--- src/rtl/clock_pkg.sv ---
// Shared widths, moduli and mode decode for the time-of-day clock.
package clock_pkg;

  localparam int SEC_MOD = 60;
  localparam int MIN_MOD = 60;
  localparam int SEC_W   = 6;
  localparam int MIN_W   = 6;
  localparam int HOUR_W  = 5;

  typedef enum logic [1:0] {
    MODE_RUN  = 2'd0,
    MODE_SEC  = 2'd1,
    MODE_MIN  = 2'd2,
    MODE_HOUR = 2'd3
  } mode_e;

  // Hours win over minutes, minutes over seconds.
  function automatic mode_e decode_mode(input logic ms, input logic mm, input logic mh);
    if (mh)      return MODE_HOUR;
    else if (mm) return MODE_MIN;
    else if (ms) return MODE_SEC;
    else         return MODE_RUN;
  endfunction

endpackage

--- src/rtl/mod_counter.sv ---
// Modulo-MOD up counter; wrap flags the enabled edge that rolls back to zero.
module mod_counter #(
  parameter int MOD = 60,
  parameter int W   = 6
) (
  input  logic         clk,
  input  logic         rst,
  input  logic         en,
  output logic [W-1:0] count,
  output logic         wrap
);

  localparam logic [W-1:0] LAST = W'(MOD - 1);

  assign wrap = en && (count == LAST);

  // NOTE: state registers use non-blocking assignments so every flop samples pre-edge values.
  always_ff @(posedge clk or posedge rst) begin
    if (rst)     count <= '0;
    else if (en) count <= wrap ? '0 : count + 1'b1;
  end

endmodule

--- src/rtl/time_keeper.sv ---
// Hours:minutes:seconds clock with a one-second prescaler and pushbutton set modes.
module time_keeper
  import clock_pkg::*;
#(
  parameter int CLK_DIV   = 100000000,
  parameter int HOURS_MOD = 24
) (
  input  logic              clk,
  input  logic              rst,
  input  logic              ms,
  input  logic              mm,
  input  logic              mh,
  input  logic              inc,
  output logic [SEC_W-1:0]  sec,
  output logic [MIN_W-1:0]  min,
  output logic [HOUR_W-1:0] hour,
  output logic              set_active
);

  localparam int PW = (CLK_DIV > 1) ? $clog2(CLK_DIV) : 1;
  localparam logic [PW-1:0] PRESC_LAST = PW'(CLK_DIV - 1);

  mode_e         mode;
  logic [PW-1:0] presc;
  logic          tick;
  logic          inc_s1, inc_s2, inc_s3;
  logic          inc_p;
  logic          sec_en, min_en, hour_en;
  logic          sec_wrap, min_wrap, day_wrap_unused;

  assign set_active = ms | mm | mh;
  assign tick       = !set_active && (presc == PRESC_LAST);
  assign inc_p      = inc_s2 & ~inc_s3;

  always_comb begin
    mode    = decode_mode(ms, mm, mh);
    sec_en  = tick;
    min_en  = tick && sec_wrap;
    hour_en = tick && min_wrap;
    if (inc_p) begin
      case (mode)
        MODE_SEC:  sec_en  = 1'b1;
        MODE_MIN:  min_en  = 1'b1;
        MODE_HOUR: hour_en = 1'b1;
        default:   ;
      endcase
    end
  end

  // Prescaler parks at zero in set mode so RUN restarts with a full interval.
  always_ff @(posedge clk or posedge rst) begin
    if (rst)             presc <= '0;
    else if (set_active) presc <= '0;
    else if (tick)       presc <= '0;
    else                 presc <= presc + 1'b1;
  end

  // Two-flop synchronizer plus one history flop for the rising-edge detector.
  always_ff @(posedge clk or posedge rst) begin
    if (rst) begin
      inc_s1 <= 1'b0;
      inc_s2 <= 1'b0;
      inc_s3 <= 1'b0;
    end else begin
      inc_s1 <= inc;
      inc_s2 <= inc_s1;
      inc_s3 <= inc_s2;
    end
  end

  mod_counter #(.MOD(SEC_MOD), .W(SEC_W)) u_sec (
    .clk(clk), .rst(rst), .en(sec_en), .count(sec), .wrap(sec_wrap)
  );

  mod_counter #(.MOD(MIN_MOD), .W(MIN_W)) u_min (
    .clk(clk), .rst(rst), .en(min_en), .count(min), .wrap(min_wrap)
  );

  mod_counter #(.MOD(HOURS_MOD), .W(HOUR_W)) u_hour (
    .clk(clk), .rst(rst), .en(hour_en), .count(hour), .wrap(day_wrap_unused)
  );

endmodule
--- config.mk ---
export PLATFORM = sky130hd
export DESIGN_NAME = time_keeper
export DESIGN_NICKNAME = d
export VERILOG_FILES = /design/src/rtl/clock_pkg.sv /design/src/rtl/mod_counter.sv /design/src/rtl/time_keeper.sv
export SDC_FILE = /design/constraint.sdc
export NUM_CORES = 1
export LEC_CHECK = 0
export CAP_MARGIN = 20
export CORE_MARGIN = 2
export CORE_UTILIZATION = 45
export CTS_CLUSTER_DIAMETER = 150
export DETAILED_ROUTE_END_ITERATION = 6
export PLACE_DENSITY = 0.76
export SLEW_MARGIN = 20
export SYNTH_ARGS = -nofsm -noshare
export SYNTH_HDL_FRONTEND = slang
export SYNTH_SLANG_ARGS = --single-unit
--- constraint.sdc ---
create_clock -name clk -period 3.8 [get_ports clk]
set_clock_uncertainty 0.2 [all_clocks]
set_input_delay 0.76 -clock clk [delete_from_list [all_inputs] [get_ports clk]]
set_output_delay 0.76 -clock clk [all_outputs]
set_load 0.005 [all_outputs]
* Word-level counts from Yosys, hierarchy flattened
Cells that the tools add are included.
** Word-level totals
- Logic and storage cells :: 43
- Input bits :: 6
- Flip-flop bits (word level) :: 47
** Operators by class
- Equal/unequal tests :: 7
- $add $sub $neg :: 4
- Muxes and demuxes :: 14
- Bitwise gates (word level) :: 4
- Reduce and logical (&&, ||, !) cells :: 7
** Operators by type and width (count)
- 27-bit two-way mux :: 2
- 27-bit by 1-bit adder with 27-bit output (second input constant) :: 1
- 27-bit equality test (second input constant) :: 1
- 6-bit by 1-bit adder with 6-bit output (second input constant) :: 2
- 6-bit equality test (second input constant) :: 2
- 6-bit two-way mux :: 2
- 1-bit two-way mux :: 7
- 1-bit logical AND :: 6
- 5-bit by 1-bit adder with 5-bit output (second input constant) :: 1
- 5-bit equality test (second input constant) :: 1
- 5-bit two-way mux :: 1
- 2-bit equality test (second input constant) :: 2
- 2-bit two-way mux :: 2
- 2-bit by 1-bit equality test with 1-bit output (second input constant) :: 1
- 1-bit bitwise OR :: 2
- 1-bit AND :: 1
- 1-bit logical NOT :: 1
- 1-bit NOT :: 1

* Logic depth before layout (Yosys ltp)
- Depth after elaboration :: 16
- Gate-level depth with buffers :: 8
- Gate-level depth less buffers :: 6

* By module
Synthesis repeated with hierarchy kept, for this count alone.
** Second synthesis, totals
- Cell total of the unflattened synthesis :: 247
- Area total of the unflattened synthesis :: 2401.1 um2
** By module, submodules not included
- time_keeper :: seq. area each 750.7 um2, times used 1, cells each 165, area an instance 1546.5 um2
- mod_counter (u_min ...) :: seq. area each 150.1 um2, times used 2, cells each 30, area an instance 305.3 um2
- mod_counter (u_hour) :: seq. area each 125.1 um2, times used 1, cells each 22, area an instance 244.0 um2

* Worst setup path after synthesis
OpenSTA, ideal clock, no wires.
- Kind :: in2reg
- Start point :: input ms
- End point :: register u_hour.count[4]
- Arrival :: 2047 ps
- Library setup time :: 133 ps
- Path slack :: 1419 ps
- Data required time :: 3467 ps
- Buffers on the path :: 1
- Stages :: 6
- Path through :: nor3_2 > nand3_1 > or3_1 > buf_2 > o311ai_1 > o21ai_1
** Between the ends
- Longest elaborated chain between the ends :: 16
- Elaborated cells between the ends (all ways) :: 22
- Those cells by class :: eq/ne: 3; mux: 10; bitwise: 2; reduce/logical: 7
** RTL lines
- start, declared :: line time_keeper.sv:10 : input logic ms,
- 1-bit two-way mux / 1-bit bitwise OR (equally long branches) :: line clock_pkg.sv:21, time_keeper.sv:31
- 2-bit two-way mux / 1-bit bitwise OR (equally long branches) :: line clock_pkg.sv:20, time_keeper.sv:31
- 2-bit two-way mux / 1-bit logical NOT (equally long branches) :: line clock_pkg.sv:19, time_keeper.sv:32
- 2-bit by 1-bit equality test with 1-bit output / 1-bit logical AND (equally long branches) :: line time_keeper.sv:41, time_keeper.sv:32
- 1-bit two-way mux :: line time_keeper.sv:41 : case (mode)
- 1-bit two-way mux :: line time_keeper.sv:40 : if (inc_p) begin
- 1-bit logical AND :: line mod_counter.sv:15 : assign wrap = en && (count == LAST);
- 1-bit logical AND :: line time_keeper.sv:38 : min_en = tick && sec_wrap;
- 1-bit two-way mux :: line time_keeper.sv:41
- 1-bit two-way mux :: line time_keeper.sv:40
- 1-bit logical AND :: line mod_counter.sv:15
- 1-bit logical AND :: line time_keeper.sv:39 : hour_en = tick && min_wrap;
- 1-bit two-way mux :: line time_keeper.sv:41
- 1-bit two-way mux (*) :: line time_keeper.sv:40
- 1-bit logical AND :: line mod_counter.sv:15
- 5-bit two-way mux :: line mod_counter.sv:20 : else if (en) count <= wrap ? '0 : count + 1'b1;
- end signal, assigned :: line mod_counter.sv:20
- end, declared :: line mod_counter.sv:9 : output logic [W-1:0] count,
Mark *: on every way between the ends. The rest lies on a longest branch, timed or not.
A chain may end at the register's enable or synchronous reset.

* Worst setup path after layout
- Start point :: input mh
- End point :: output set_active
** Between the ends
- Longest elaborated chain between the ends :: 1
** RTL lines
- start, declared :: line time_keeper.sv:12 : input logic mh,
- 1-bit bitwise OR :: line time_keeper.sv:31 : assign set_active = ms | mm | mh;
- end, declared :: line time_keeper.sv:17 : output logic set_active
Every way passes these cells.

==> impl_results.md <==
- Cts repair resizes: 0
- Share of cells above drive strength 1: around 8.6%
- WHS Endpoint: inc_s2$_DFF_PP0_
- Seq. cell area: ~1200 um2
- Post-synthesis cell count: 252
- Syn avg cell area: roughly 9.8 um2
- Overflow after GRT: 0
- Clk sinks: 47
- Die width: around 80 um
- Cts bufs inserted: 5
- Fin. Hold Viols: 0
- Power density over the cells: roughly 410 nW/um2
- Clock Power Share: 24.7%
- Via count: slightly below 2000
- Yosys Warn Count: 0
- Worst Hold Class: reg2reg
- Logic pwr share: around 22%
- Vias in the first global route: 1859
- Clk slew on worst S/H paths: 0.08 ns
- Initial antenna violation count: 0
- Sw power: 0.333 mW
- Area contributors post-synth: dfrtp_1 47%, nor2_1 6.2%, xnor2_1 4.9%
- Synth-to-layout area growth: 15.1%
- Port bufs: 23
- WP data arrival: 2.19 ns
- TritonCTS clock tree: done
- FFs w/ async S/R, synth: 100%
- First-pass GRT wire length: about 8400 um
- Post-layout util: 52.8%
- Initial Util: 45.9%
- Status: complete, no violations
- Fill cells: between 400 and 500
- Clock Tree Buf Depth: 2
- Wirelength, routed: 4830 um
- Seq pwr share: 53.1%
- Final setup viols: 0
- H-tree levels: 2
- Met1 Resource Use GR: 23.7%
- Worst r2r path cells: 6
- Switching Share: around 28%
- Initial detailed-routing violation count: 91
- Gr busiest metal: met2
- Post-synth top flop: dfrtp_1
- Syn nets: about 260
- Cells after DPL: about 340
- Yosys cell types: 52
- Core Rows: 27
- FF-to-FF End: presc[10]$_DFF_PP0_
- Crit. End Element: output pin
- Routability Congestion: 0.888
- Seq cells post-synth: 47
- CP max stage cell: clkdlybuf4s50_1
- WL per Instance: 13.8 um
- Die area: about 6000 um2
- CP peak stage delay: about 0.51 ns
- Post-Syn Area: 2480 um2
- Area leader, netlist: dfrtp_1
- Layout Nets: around 290
- Synth top area share: 47.4%
- Number of enable flip-flop cells after synthesis: 0
- Highest clock rate: between 300 and 400 MHz
- # diodes: 0
- Worst-Skew Late Latency: 0.29 ns
- DRC: 0
- Vias per Instance: 5.53
- # Max-Cap Violations: 0
- Core area: 5410 um2
- Hold Path Cell Cnt: 0
- CTS root buf: clkbuf_8
- VDD IR max: 215 uV
- RR Startpoint: presc[0]$_DFF_PP0_
- GR Util met3: approximately 4.5%
- Final period util: 83.0%
- First-pass DRT Iterations: 4
- Min Tclk post-route: 3.15 ns
- GR Util All Layers: 17.3%
- Top-count cell post-synth: dfrtp_1
- Hold slack: ~0.15 ns
- M2 GR Usage: between 20% and 30%
- Area of the multi-input gates: 1250 um2
- Startpoint Class: input port
- Relative slew slack: 46.6%
- Post-CTS setup buffer count: 0
- Hold Path Origin: inc_s1$_DFF_PP0_
- Post-cts hold buffer count: 0
- Largest net degree at the start of global routing: 48
- Num ports: 24
- Lkg Pwr: ~1.1 nW
- Fin Setup TNS: 0 ns
- Non-filler cells, final: 350
- Die H: between 70 and 80 um
- Worst Path Max Fanout: 6
- RSZ-0062 raised after global routing: false
- Setup CP Type: in2out
- Routed Antenna Nets: 0
- CP dominant cell by count: clkdlybuf4s50_1
- Least-Margin Pin Slew: ~0.8 ns
- R2r setup slk: 1.32 ns
- Cells along the critical path: clkdlybuf4s50_1 -> nor3_2 -> inv_1 -> clkdlybuf4s50_1
- Synth top cells by count: 47 x dfrtp_1, 41 x nor2_1, 18 x nand2_1, 18 x nand3_1, 14 x xnor2_1
- Slew Limit Fails: 0
- HPWL after DPL: 3360 um
- Internal Pwr Total: 0.845 mW
- Seq/Total Area, Yosys: 47.4%
- Worst endpoint required time: ~2.8 ns
## stage by stage
stage          instance area [um2]  worst slack (ns)  power, mW
2_1_floorplan                 2480              1.42      0.755
3_3_place_gp                  2770             0.650      0.894
3_5_place_dp                  2770             0.612      0.901
4_1_cts                       2860             0.660       1.19
5_1_grt                       2860             0.548       1.26
6_report                      2860             0.647       1.18
## layer usage
layer / wire length (um) / part of all wire [%] / up-vias
li1: - / - / 948
met1: 2310 / 48 / 928
met2: 2230 / 46 / 54
met3: 232 / 4.8 / 4
met4: 56 / 1.2 / 0
met5: 0 / 0 / -
## worst max-delay path, delay by kind of cell
family | cells | cell delay [ns]
buffers and inverters | 3 | 1.11
and+or+nand+nor | 1 | 0.33
## sequential cells by signal (all words and copies together), names as in the netlist
register      flops
inc_s3            1
u_min.count       6
u_sec.count       6
presc            27
u_hour.count      5
inc_s2            1
inc_s1            1
## how the worst max path moves through the flow
stage          startpoint                     endpoint  depth (start not counted)
6_report               mh                   set_active                          4
5_1_grt                mh                   set_active                          4
4_1_cts                mh                   set_active                          4
3_5_place_dp           mh          presc[23]$_DFF_PP0_                          6
3_3_place_gp           mh                   set_active                          4
2_1_floorplan          ms  u_hour.count[4]$_DFFE_PP0P_                          6
## power by group through the flow
stage / registers, mW / clock network, mW / logic, mW
after global routing: 0.638 / 0.329 / 0.295
after global placement: 0.632 / 0 / 0.261
after detailed placement: 0.636 / 0 / 0.265
after floorplan: 0.625 / 0 / 0.130
after CTS: 0.626 / 0.299 / 0.266
final: 0.626 / 0.291 / 0.262
## cells in the final DEF (no fill, tap or decap), drive strengths merged, types with 7 or more instances in the layout
master and instances:
nand3 19, dfrtp 47, clkbuf 7, nand2 19, nor2 41, xnor2 14
o21ai 10, xor2 11, clkdlybuf4s50 23, nand4 7
## layout make-up
class                   count  share of cell area (%)
multi-input cells         194                    43.9
flip-flops and latches     47                    41.2
repair buffers             23                    8.06
well taps                  72                    3.15
clock buffers               7                    2.67
inverters                   6                   0.832
clock inverters             1                   0.175
## logic make-up (layout without fill, tap and decap cells)
kind of cell | Yosys count | in the layout | synth area share [%]
adder cells (fa/ha/maj) | 4 | 4 | 2.02
AND/OR/NAND/NOR | 126 | 126 | 27.9
XOR/XNOR | 25 | 25 | 8.83
buffers and inverters | 11 | 37 | 2.02
AO/OA/AOI/OAI | 32 | 32 | 8.72
flip-flops | 47 | 47 | 47.4
multiplexers | 7 | 7 | 3.13
(Power assumes the default switching activity.)
